<file path="src/rtl/adxl362_accel_reader.sv">
// ADXL362 SPI reader: after power-up, puts the part into measurement mode,
// then reads the 8-bit X/Y registers once per sample tick and presents them
// as signed tilt values for the ball-motion logic.
module adxl362_accel_reader #(
    parameter int SCLK_DIV      = 25,
    parameter int POWERUP_WAIT  = 600000,
    parameter int CS_GAP        = 50,
    parameter int SAMPLE_PERIOD = 1000000
) (
    input  logic       CLK,
    input  logic       rst,
    input  logic       spi_miso,
    output logic       spi_sclk,
    output logic       spi_mosi,
    output logic       spi_cs_n,
    output logic [7:0] accel_x,
    output logic [7:0] accel_y,
    output logic       sample_valid,
    output logic       init_done
);

    localparam int DIV_W = $clog2(SCLK_DIV);
    localparam int PW_W  = $clog2(POWERUP_WAIT + 1);
    localparam int GAP_W = $clog2(CS_GAP + 1);
    localparam int TMR_W = $clog2(SAMPLE_PERIOD);

    // Transfer words, left-aligned; the config write only uses the top 24 bits.
    localparam logic [31:0] CFG_WORD = 32'h0A2D_0200;
    localparam logic [31:0] RD_WORD  = 32'h0B08_0000;

    typedef enum logic [2:0] {PWR_WAIT, CFG_XFER, GAP, WAIT_TICK, RD_XFER, UPDATE} state_t;

    state_t            state, state_n;
    logic [PW_W-1:0]   pw_cnt;
    logic [GAP_W-1:0]  gap_cnt;
    logic [DIV_W-1:0]  div_cnt;
    logic [4:0]        bit_cnt;
    logic [4:0]        bit_last;
    logic              tail;
    logic [31:0]       tx_sh;
    logic [15:0]       rx_sh;
    logic [31:0]       load_word;
    logic [TMR_W-1:0]  tmr;
    logic              tick_pend;
    logic              tmr_wrap;
    logic              xfer, half_end, xfer_end;
    logic              start_cfg, start_rd, take_tick;

    assign xfer      = (state == CFG_XFER) || (state == RD_XFER);
    assign half_end  = (div_cnt == DIV_W'(SCLK_DIV - 1));
    assign xfer_end  = xfer && half_end && tail;
    assign bit_last  = (state == CFG_XFER) ? 5'd23 : 5'd31;
    assign load_word = start_cfg ? CFG_WORD : RD_WORD;
    assign tmr_wrap  = init_done && (tmr == TMR_W'(SAMPLE_PERIOD - 1));

    // State register.
    always_ff @(posedge CLK) begin
        if (rst) state <= PWR_WAIT;
        else     state <= state_n;
    end

    // Next-state decode and one-cycle transfer/tick strobes.
    always_comb begin
        state_n   = state;
        start_cfg = 1'b0;
        start_rd  = 1'b0;
        take_tick = 1'b0;
        case (state)
            PWR_WAIT:  if (pw_cnt == PW_W'(POWERUP_WAIT - 1)) begin
                           state_n   = CFG_XFER;
                           start_cfg = 1'b1;
                       end
            CFG_XFER:  if (xfer_end) state_n = GAP;
            GAP:       if (gap_cnt == GAP_W'(CS_GAP - 1)) state_n = WAIT_TICK;
            WAIT_TICK: if (tick_pend) begin
                           take_tick = 1'b1;
                           start_rd  = 1'b1;
                           state_n   = RD_XFER;
                       end
            RD_XFER:   if (xfer_end) state_n = UPDATE;
            UPDATE:    state_n = GAP;
            default:   state_n = PWR_WAIT;
        endcase
    end

    // Power-up and inter-transaction wait counters, cleared outside their state.
    always_ff @(posedge CLK) begin
        if (rst) begin
            pw_cnt  <= '0;
            gap_cnt <= '0;
        end else begin
            pw_cnt  <= (state == PWR_WAIT) ? pw_cnt + PW_W'(1) : '0;
            gap_cnt <= (state == GAP) ? gap_cnt + GAP_W'(1) : '0;
        end
    end

    // SPI mode-0 shifter: low half, rise (capture), high half, fall (advance),
    // then one trailing low half before chip select is released.
    always_ff @(posedge CLK) begin
        if (rst) begin
            spi_cs_n <= 1'b1;
            spi_sclk <= 1'b0;
            spi_mosi <= 1'b0;
            div_cnt  <= '0;
            bit_cnt  <= '0;
            tail     <= 1'b0;
            tx_sh    <= '0;
            rx_sh    <= '0;
        end else if (start_cfg || start_rd) begin
            spi_cs_n <= 1'b0;
            spi_sclk <= 1'b0;
            spi_mosi <= load_word[31];
            tx_sh    <= load_word;
            div_cnt  <= '0;
            bit_cnt  <= '0;
            tail     <= 1'b0;
        end else if (xfer) begin
            if (!half_end) begin
                div_cnt <= div_cnt + DIV_W'(1);
            end else begin
                div_cnt <= '0;
                if (tail) begin
                    spi_cs_n <= 1'b1;
                    spi_mosi <= 1'b0;
                end else if (!spi_sclk) begin
                    spi_sclk <= 1'b1;
                    // Only read captures matter; the config write's MISO is ignored.
                    if (state == RD_XFER) rx_sh <= {rx_sh[14:0], spi_miso};
                end else begin
                    spi_sclk <= 1'b0;
                    if (bit_cnt == bit_last) begin
                        tail <= 1'b1;
                    end else begin
                        bit_cnt  <= bit_cnt + 5'd1;
                        tx_sh    <= tx_sh << 1;
                        spi_mosi <= tx_sh[30];
                    end
                end
            end
        end
    end

    // Output latch: X arrives in the third byte (after command and address),
    // Y in the fourth; both update together with a one-cycle valid pulse.
    always_ff @(posedge CLK) begin
        if (rst) begin
            accel_x      <= '0;
            accel_y      <= '0;
            sample_valid <= 1'b0;
            init_done    <= 1'b0;
        end else begin
            sample_valid <= (state == UPDATE);
            if (state == UPDATE) begin
                accel_x <= rx_sh[15:8];
                accel_y <= rx_sh[7:0];
            end
            if (state == GAP) init_done <= 1'b1;
        end
    end

    // Sample timer: free-runs once configured; at most one tick is ever pending.
    always_ff @(posedge CLK) begin
        if (rst) begin
            tmr       <= '0;
            tick_pend <= 1'b0;
        end else if (init_done) begin
            tmr       <= tmr_wrap ? '0 : tmr + TMR_W'(1);
            tick_pend <= tmr_wrap || (tick_pend && !take_tick);
        end
    end

endmodule

</file>
<file path="config.mk">
export PLATFORM = sky130hd
export DESIGN_NAME = adxl362_accel_reader
export DESIGN_NICKNAME = d
export VERILOG_FILES = /design/src/rtl/adxl362_accel_reader.sv
export SDC_FILE = /design/constraint.sdc
export NUM_CORES = 1
export LEC_CHECK = 0
export BUFFER_PORTS_ARGS = -buffer_cell sky130_fd_sc_hd__buf_4
export CAP_MARGIN = 20
export CORE_UTILIZATION = 50
export DETAILED_ROUTE_END_ITERATION = 16
export GPL_ROUTABILITY_DRIVEN = 0
export PLACE_DENSITY_LB_ADDON = 0.3
export SKIP_CTS_REPAIR_TIMING = 1
export SLEW_MARGIN = 10
export SYNTH_ARGS = -nofsm -noshare
export SYNTH_HDL_FRONTEND = slang
export SYNTH_SLANG_ARGS = --single-unit
</file>
<file path="constraint.sdc">
create_clock -name CLK -period 5.14 [get_ports CLK]
set_clock_uncertainty 0.2 [all_clocks]
set_input_delay 0.257 -clock CLK [delete_from_list [all_inputs] [get_ports CLK]]
set_output_delay 0.257 -clock CLK [all_outputs]
set_load 0.005 [all_outputs]
</file>
Word level (Yosys, flattened, before mapping)
Cells that the tools add are included.
W data, S select, Z words.
Word-level totals
  input port bits: 3
  register bits after elaboration: 129
  word-level logic and storage cells: 105
  output and inout bits: 21
Cells by class
  muxes and demuxes: 34
  reduce and logical (&&, ||, !) cells: 25
  $add $sub $neg: 5
  bitwise gates (word level): 6
  equality and inequality tests: 18
Operators with widths (count)
  $mux W31: 6
  $add A20 B1 Y20 const B: 2
  $eq A20 B20 Y1 const B: 2
  $mux W25: 1
  $mux W20: 1
  $mux W1: 18
  $pmux W3 S6: 1
  $mux W3: 5
  $reduce_and A5 Y1: 3
  $ne A2 B2 Y1 const B: 6
  $add A5 B1 Y5 const B: 2
  $reduce_bool A2 Y1: 4
  $add A6 B1 Y6 const B: 1
  $eq A3 B2 Y1 const B: 2
  $eq A3 B3 Y1 const B: 2
  $eq A6 B6 Y1 const B: 1
  $not A1 Y1: 6
  $reduce_and A3 Y1: 2
  $reduce_and A6 Y1: 1
  $reduce_or A2 Y1: 3
  $eq A5 B5 Y1: 1
  $eq A5 B5 Y1 const B: 1
  $mux W5: 1
  $logic_and A1 B1 Y1: 4
  10 further kinds: 12

Depth between registers and ports, before layout
Gate-level depths: netlist of run 1.
  depth after elaboration: 9
  depth in mapped cells: 8
  mapped depth without buffers: 7

Least setup slack after synthesis of run 1
No wires, ideal clock.
  path type: register to register
  start point: register pw_cnt[0]
  end point: register bit_cnt[0]
  data arrival time: 1.856 ns
  period minus slack after synthesis: 2.171 ns
  cell stages (with the launch flop): 9
  data required time: 4.825 ns
  setup time: 0.115 ns
  slack: 2.969 ns
  buffers on the path: 2
  path through: dfxtp_1 -> ha_1 -> and4_1 -> nand2_1 -> or4_1 -> buf_2 -> nand3b_4 -> buf_6 -> nor2_1
On the way
  cells in the longest elaborated chain, start to end: 5
RTL lines
  from (decl): line 34  | logic [PW_W-1:0] pw_cnt;
  from (signal assigned): line 92  | pw_cnt <= (state == PWR_WAIT) ? pw_cnt + PW_W'(1) : '0;
  $eq A20 B20 Y1: line 69  | PWR_WAIT: if (pw_cnt == PW_W'(POWERUP_WAIT - 1)) begin
  $mux W1: line 69
  $mux W1: line 68  | case (state)
  $logic_or A1 B1 Y1: line 109  | end else if (start_cfg || start_rd) begin
  $reduce_or A2 Y1 (no source line)
  to (signal assigned): line 134  | bit_cnt <= bit_cnt + 5'd1;
  to (decl): line 37  | logic [4:0] bit_cnt;
No other way between the ends.
A chain may end at the register's enable or synchronous reset.

Worst setup path after layout of run 1
  start point: register div_cnt[0]
  end point: register tx_sh[27]
On the way
  cells in the longest elaborated chain, start to end: 3
RTL lines
  from (decl): line 36  | logic [DIV_W-1:0] div_cnt;
  from (signal assigned): line 119  | div_cnt <= div_cnt + DIV_W'(1);
  $eq A5 B5 Y1: line 50  | assign half_end = (div_cnt == DIV_W'(SCLK_DIV - 1));
  $reduce_bool A2 Y1 (no source line)
  $reduce_and A5 Y1 (no source line)
  to (signal assigned): line 113  | tx_sh <= load_word;
  to (signal assigned): line 135  | tx_sh <= tx_sh << 1;
  to (decl): line 40  | logic [31:0] tx_sh;
No other way between the ends.

==> results of run 1 <==
sequential cells by signal (all words and copies together), names as in the netlist, 3 cells and up:
signal   flops
accel_x      8
bit_cnt      5
gap_cnt      6
tx_sh       22
pw_cnt      20
div_cnt      5
accel_y      8
tmr         20
state        3
rx_sh       16
where the power goes:
part	switching, mW	internal [mW]
clock network	0.412	0.863
logic	0.0159	0.00551
registers	0.00280	0.933
cells in the mapped netlist, types with 10 or more instances:
| library cell | number |
|---|---|
| nand2_1 | 81 |
| nor2_1 | 79 |
| nand4_1 | 15 |
| mux2i_1 | 23 |
| clkbuf_1 | 13 |
| nor3_1 | 15 |
| a21oi_1 | 51 |
| nand3_1 | 20 |
| xor2_1 | 19 |
| xnor2_1 | 25 |
| dfxtp_1 | 120 |
| inv_1 | 10 |
final cells by class:
cell class	count	area, sq um
clock buffers	21	449
clock inverters	11	194
fillers	834	3870
inverters	10	37.5
multi-input cells	407	2380
flip-flops and latches	120	2400
well taps	133	166
repair buffers	24	183
critical path, stage by stage (launching register included):
cell	delay, ns
dfxtp_1	0.35
inv_1	0.07
ha_1	0.18
and4b_1	0.32
nand4b_1	0.30
nor2_4	0.70
mux2i_1	0.28
a21oi_1	0.08
cells by family (layout without fill, tap and decap cells):
group / count (synthesis) / in the layout
compound gates: 71 / 71
xor+xnor: 44 / 44
fa+ha+maj: 7 / 7
buf+inv: 36 / 66
flops: 120 / 120
mux: 24 / 24
simple gates: 261 / 261
metrics by stage:
step           power, mW  util, %  worst slack, ns  area, sq um  hold slack, ns
2_1_floorplan      0.974        -             2.97         4970           0.197
3_3_place_gp       0.976     53.3             2.59         5160           0.243
3_5_place_dp       0.976     53.3             2.52         5160           0.252
4_1_cts             2.25     60.0             2.51         5810          -0.227
5_1_grt             2.29     60.1             2.29         5820          0.0279
6_report            2.23     60.1             2.52         5820          0.0157
how the worst max path moves through the flow:
stage,depth (start not counted),slack [ns],startpoint,to
floorplan,8,2.97,pw_cnt[0]$_SDFF_PP0_,bit_cnt[0]$_SDFFE_PP0P_
global placement,5,2.59,state[0]$_SDFFE_PP0P_,tx_sh[25]$_SDFFE_PP0P_
detailed placement,5,2.52,state[0]$_SDFFE_PP0P_,tx_sh[27]$_SDFFE_PP0P_
CTS,5,2.51,state[0]$_SDFFE_PP0P_,tx_sh[27]$_SDFFE_PP0P_
global route,7,2.29,div_cnt[0]$_SDFFE_PP0N_,tx_sh[27]$_SDFFE_PP0P_
finish,7,2.52,div_cnt[0]$_SDFFE_PP0N_,tx_sh[27]$_SDFFE_PP0P_
metal layers:
layer  vias to the layer above  share of wire, %
met5                         -                 0
met1                      1784                47
met4                         0               1.0
met3                         8               2.6
met2                        41                50
li1                       1951                 -
==> flow_summary.ini, run 1 <==
[run_status]
status = finished clean

[worst_setup_path]
arrival_ns = 2.79
critPathCaptureType = register
reg2regPathDepth = 7
crit_path_max_fanout = 24
timing.rr.start = div_cnt[0]$_SDFFE_PP0N_
ff2ff_setup_slack_ns = 2.52
startpoint_type = register
required_ns = 5.31
timing_worst_setup_path_type = reg -> reg
r2r_end = tx_sh[27]$_SDFFE_PP0P_

[global_routing]
track_usage_pct = 19.8
grtUsageMet2_pct = 33.6
grt-busiest-layer = met2
first_global_vias = 3593
grt_max_degree = 56
antenna_found_initial = 0
grt_use_met1_pct = 23.3
grt-ovfl-total = 0
grt_pass1_wl_um = 16000
met3_usage_pct = 5.80

[route]
drt_first_pass_iters = 4
wl_per_cell_um = 12.6
ant_nets = 0
wl_um = 9140
drt_iter0_drc = 146
drc = 0
vias = 3784
avgViaCountPerCell = 5.21

[timing]
period_share_pct = 51.0
slew_headroom_pct = 42.0
setup_viol = 0
max_freq_mhz = 382
rsz0062_at_grt = false
tightest_slew_ns = 0.863
layout_min_cycle_time_ns = 2.62
drv_slew = 0
finalHoldViolCount = 0
tns_ns = 0

[synth]
synth_compound_area_share_pct = 7.73
synthSimpleGateAreaFrac_pct = 25.7
yosysWarnings = 0
synth_top_area_share_pct = 48.4
ys.flop_type = dfxtp_1
yosysSeqAreaShare_pct = 48.4
synthTopCellsByArea = dfxtp_1 48%, nand2_1 6.1%, nor2_1 6.0%
synth.area.mux_share_pct = 5.09
synthCells = 563
synth_top_family_by_area = simple AND/OR/NAND/NOR gates
async_flop_share_pct = 0
ys_seq_elements = 120
synth.avg_cell_area_sq_um = 8.83
synth_top_area_cell = dfxtp_1
synth_fa_ha_area_share_pct = 1.76
yosysUniqueCellTypes = 49
synth_area_sq_um = 4970
synth_enable_flop_cells = 0
synthesis.nets = 573
synth-xor-area-share_pct = 7.76

[clocking]
h-tree-depth = 4
clk_path_buf_depth = 2
clkTransAtPathRegs_ns = 0.06
numCtsBuffers = 17
clkLatencyLatePin_ns = 0.51
cts_tree = built
cts.sink_count = 120
cts.root.buffer_cell = clkbuf_8

[layout]
layout_commonest_cell = dfxtp_1
final_cell_count_no_fill = 726
fin_nets = 590
final_cell_mix = 120 x dfxtp_1, 81 x nand2_1, 79 x nor2_1
diodes = 0
syn_to_final_growth_pct = 17.1
drive_gt1_share_pct = 10.5

[floorplan]
core_area_sq_um = 9680
die_h_um = 102
rows = 36
dieWidth_um = 102
io_pins = 24
start_util_pct = 51.3
dieArea_sq_um = 10300

[min_path]
whs_endpoint = init_done$_SDFFE_PP0P_
hp-start = rst
hold_class = in -> reg
min_path_cells = 2

[power]
leakage_nw = 2.03
p_per_area_nw_per_um2 = 384
ir_drop_mv = 0.222

[place]
place_inst = 693
io_buffers = 23
dp_hpwl_um = 5830

[flow_run]
drv_cap = 0
Note: power is estimated with default switching activity, not from simulation.
==> run 2: changes to the inputs <==
==> constraint.sdc (replaced) <==
create_clock -name CLK -period 2.14 [get_ports CLK]
set_clock_uncertainty 0.2 [all_clocks]
set_input_delay 0.107 -clock CLK [delete_from_list [all_inputs] [get_ports CLK]]
set_output_delay 0.107 -clock CLK [all_outputs]
set_load 0.005 [all_outputs]
==> run 2 against run 1 <==
Compared with the run above: sequential share of layout area is 2.4 points lower; sequential power up 140%; largest cell class is now multi-input gates; first-iteration DRC count rose by 6.2%; setup slack got worse by 2.5 ns; cell count increased by 5.5%; critical path depth increased by 1; clock power rose by 120%; power increased by 130%; core utilization increased by 3.9 points.
==> flow_summary.ini, run 2 (synthesis results as in run 1) <==
[run_status]
status = finished clean

[timing]
tightest_slew_ns = 0.618
whs_ns = 0.203
fin_ws_ns = 0.0580
period_share_pct = 97.3
slew_headroom_pct = 58.7
drv_slew = 0
finalHoldViolCount = 0
layout_min_cycle_time_ns = 2.08
max_freq_mhz = 480
setup_viol = 0

[route]
avgViaCountPerCell = 5.25
drt_first_pass_iters = 5
wl_um = 10200
drt_iter0_drc = 155
vias = 4022
drc = 0
wl_per_cell_um = 13.4
ant_nets = 0

[floorplan]
io_pins = 24
start_util_pct = 51.3
core_area_sq_um = 9680
dieArea_sq_um = 10300
dieWidth_um = 102
rows = 36
die_h_um = 102

[global_routing]
antenna_found_initial = 0
grt-ovfl-total = 0
grt_max_degree = 56
first_global_vias = 3729
grt_pass1_wl_um = 16600
track_usage_pct = 20.8

[place]
placed_area_sq_um = 5440
pre_cts_slack_ns = -0.0390
place_inst = 725
dp_hpwl_um = 6280
io_buffers = 23

[worst_setup_path]
ff2ff_setup_slack_ns = 0.06
startpoint_type = register
arrival_ns = 2.30
timing_worst_setup_path_type = reg -> reg
r2r_end = tx_sh[11]$_SDFFE_PP0P_
reg2regPathDepth = 8
timing.rr.start = div_cnt[1]$_SDFFE_PP0N_
crit_path_max_fanout = 11
required_ns = 2.35
critPathCaptureType = register

[clocking]
numCtsBuffers = 17
cts.sink_count = 120
clkLatencyLatePin_ns = 0.53
h-tree-depth = 4
cts.root.buffer_cell = clkbuf_8
cts_tree = built
clkTransAtPathRegs_ns = 0.06
clk_path_buf_depth = 2

[layout]
diodes = 0
layout_commonest_cell = dfxtp_1
nFillCells = 797
top_regs = tx_sh x22, pw_cnt x20, tmr x20
drive_gt1_share_pct = 18.2
fin_area_sq_um = 6200
syn_to_final_growth_pct = 24.7
multiInputGateArea_sq_um = 2450
top_register = tx_sh
regArea_sq_um = 2410
final_cell_count_no_fill = 766
fin_nets = 630
final_cell_mix = 116 x dfxtp_1, 81 x nand2_1, 79 x nor2_1
largest_register_ffs = 22

[power]
leakage_nw = 2.24
ir_drop_mv = 0.595
p_per_area_nw_per_um2 = 833

[flow_run]
drv_cap = 0

[min_path]
min_path_cells = 4
hp-start = spi_miso
hold_class = in -> reg
whs_endpoint = rx_sh[0]$_SDFFE_PP0P_
==> run 2: changes by cell type in the layout (fill, tap and decap cells not counted), sizes merged <==
cell,before,now
buf,23,59
bufinv,5,3
clkbuf,21,23
clkinv,4,3
clkinvlp,1,3
dlygate4sd3,1,2
inv,11,12
nand3b,4,5
==> run 2: layout make-up <==
type                       count  area share, %
inverter                      10          0.606
sequential                   120           38.9
clock inverter                11           2.34
clock buffer                  21           7.25
timing repair buffer          63           8.68
tap                          133           2.69
multi-input combinational    408           39.5
==> run 2: where the power goes <==
group	internal [mW]	switching, mW
sequential	2.24	0.00316
clock	1.83	1.01
combinational	0.0268	0.0455
==> run 2: worst max-delay path by stage <==
stage | cells past startpoint | from | to | slack, ns
floorplan | 8 | pw_cnt[1]$_SDFF_PP0_ | bit_cnt[4]$_SDFFE_PP0P_ | 0.02
global placement | 5 | pw_cnt[12]$_SDFF_PP0_ | div_cnt[4]$_SDFFE_PP0N_ | 0.006
detailed placement | 6 | pw_cnt[1]$_SDFF_PP0_ | div_cnt[4]$_SDFFE_PP0N_ | -0.04
CTS | 6 | pw_cnt[1]$_SDFF_PP0_ | tx_sh[29]$_SDFFE_PP0P_ | -0.06
global route | 8 | div_cnt[1]$_SDFFE_PP0N_ | tx_sh[11]$_SDFFE_PP0P_ | -0.04
finish | 8 | div_cnt[1]$_SDFFE_PP0N_ | tx_sh[11]$_SDFFE_PP0P_ | 0.06
==> run 2: layer usage <==
layer | up-vias | share of wire [%] | track usage [%]
li1 | 2037 | - | -
met1 | 1901 | 45 | 24.2
met2 | 61 | 50 | 34.7
met3 | 23 | 3.2 | 6.07
met4 | 0 | 2.1 | 10.8
met5 | - | 0 | 0
==> run 2: per-stage QoR <==
step,total power [mW],TNS (ns),utilization [%]
after floorplan,2.34,0,-
after global placement,2.36,0,56.1
after detailed placement,2.36,-0.437,56.1
after CTS,5.20,-0.830,62.3
after global routing,5.32,-0.0888,64.0
final,5.16,0,64.0
==> run 2: worst max-delay path: stages, from the launching register on <==
cell,delay (ns)
dfxtp_2,0.34
inv_2,0.07
ha_4,0.13
and4b_1,0.22
nand4b_1,0.22
nor2_4,0.29
clkbuf_16,0.22
mux2i_1,0.21
nor2_1,0.06
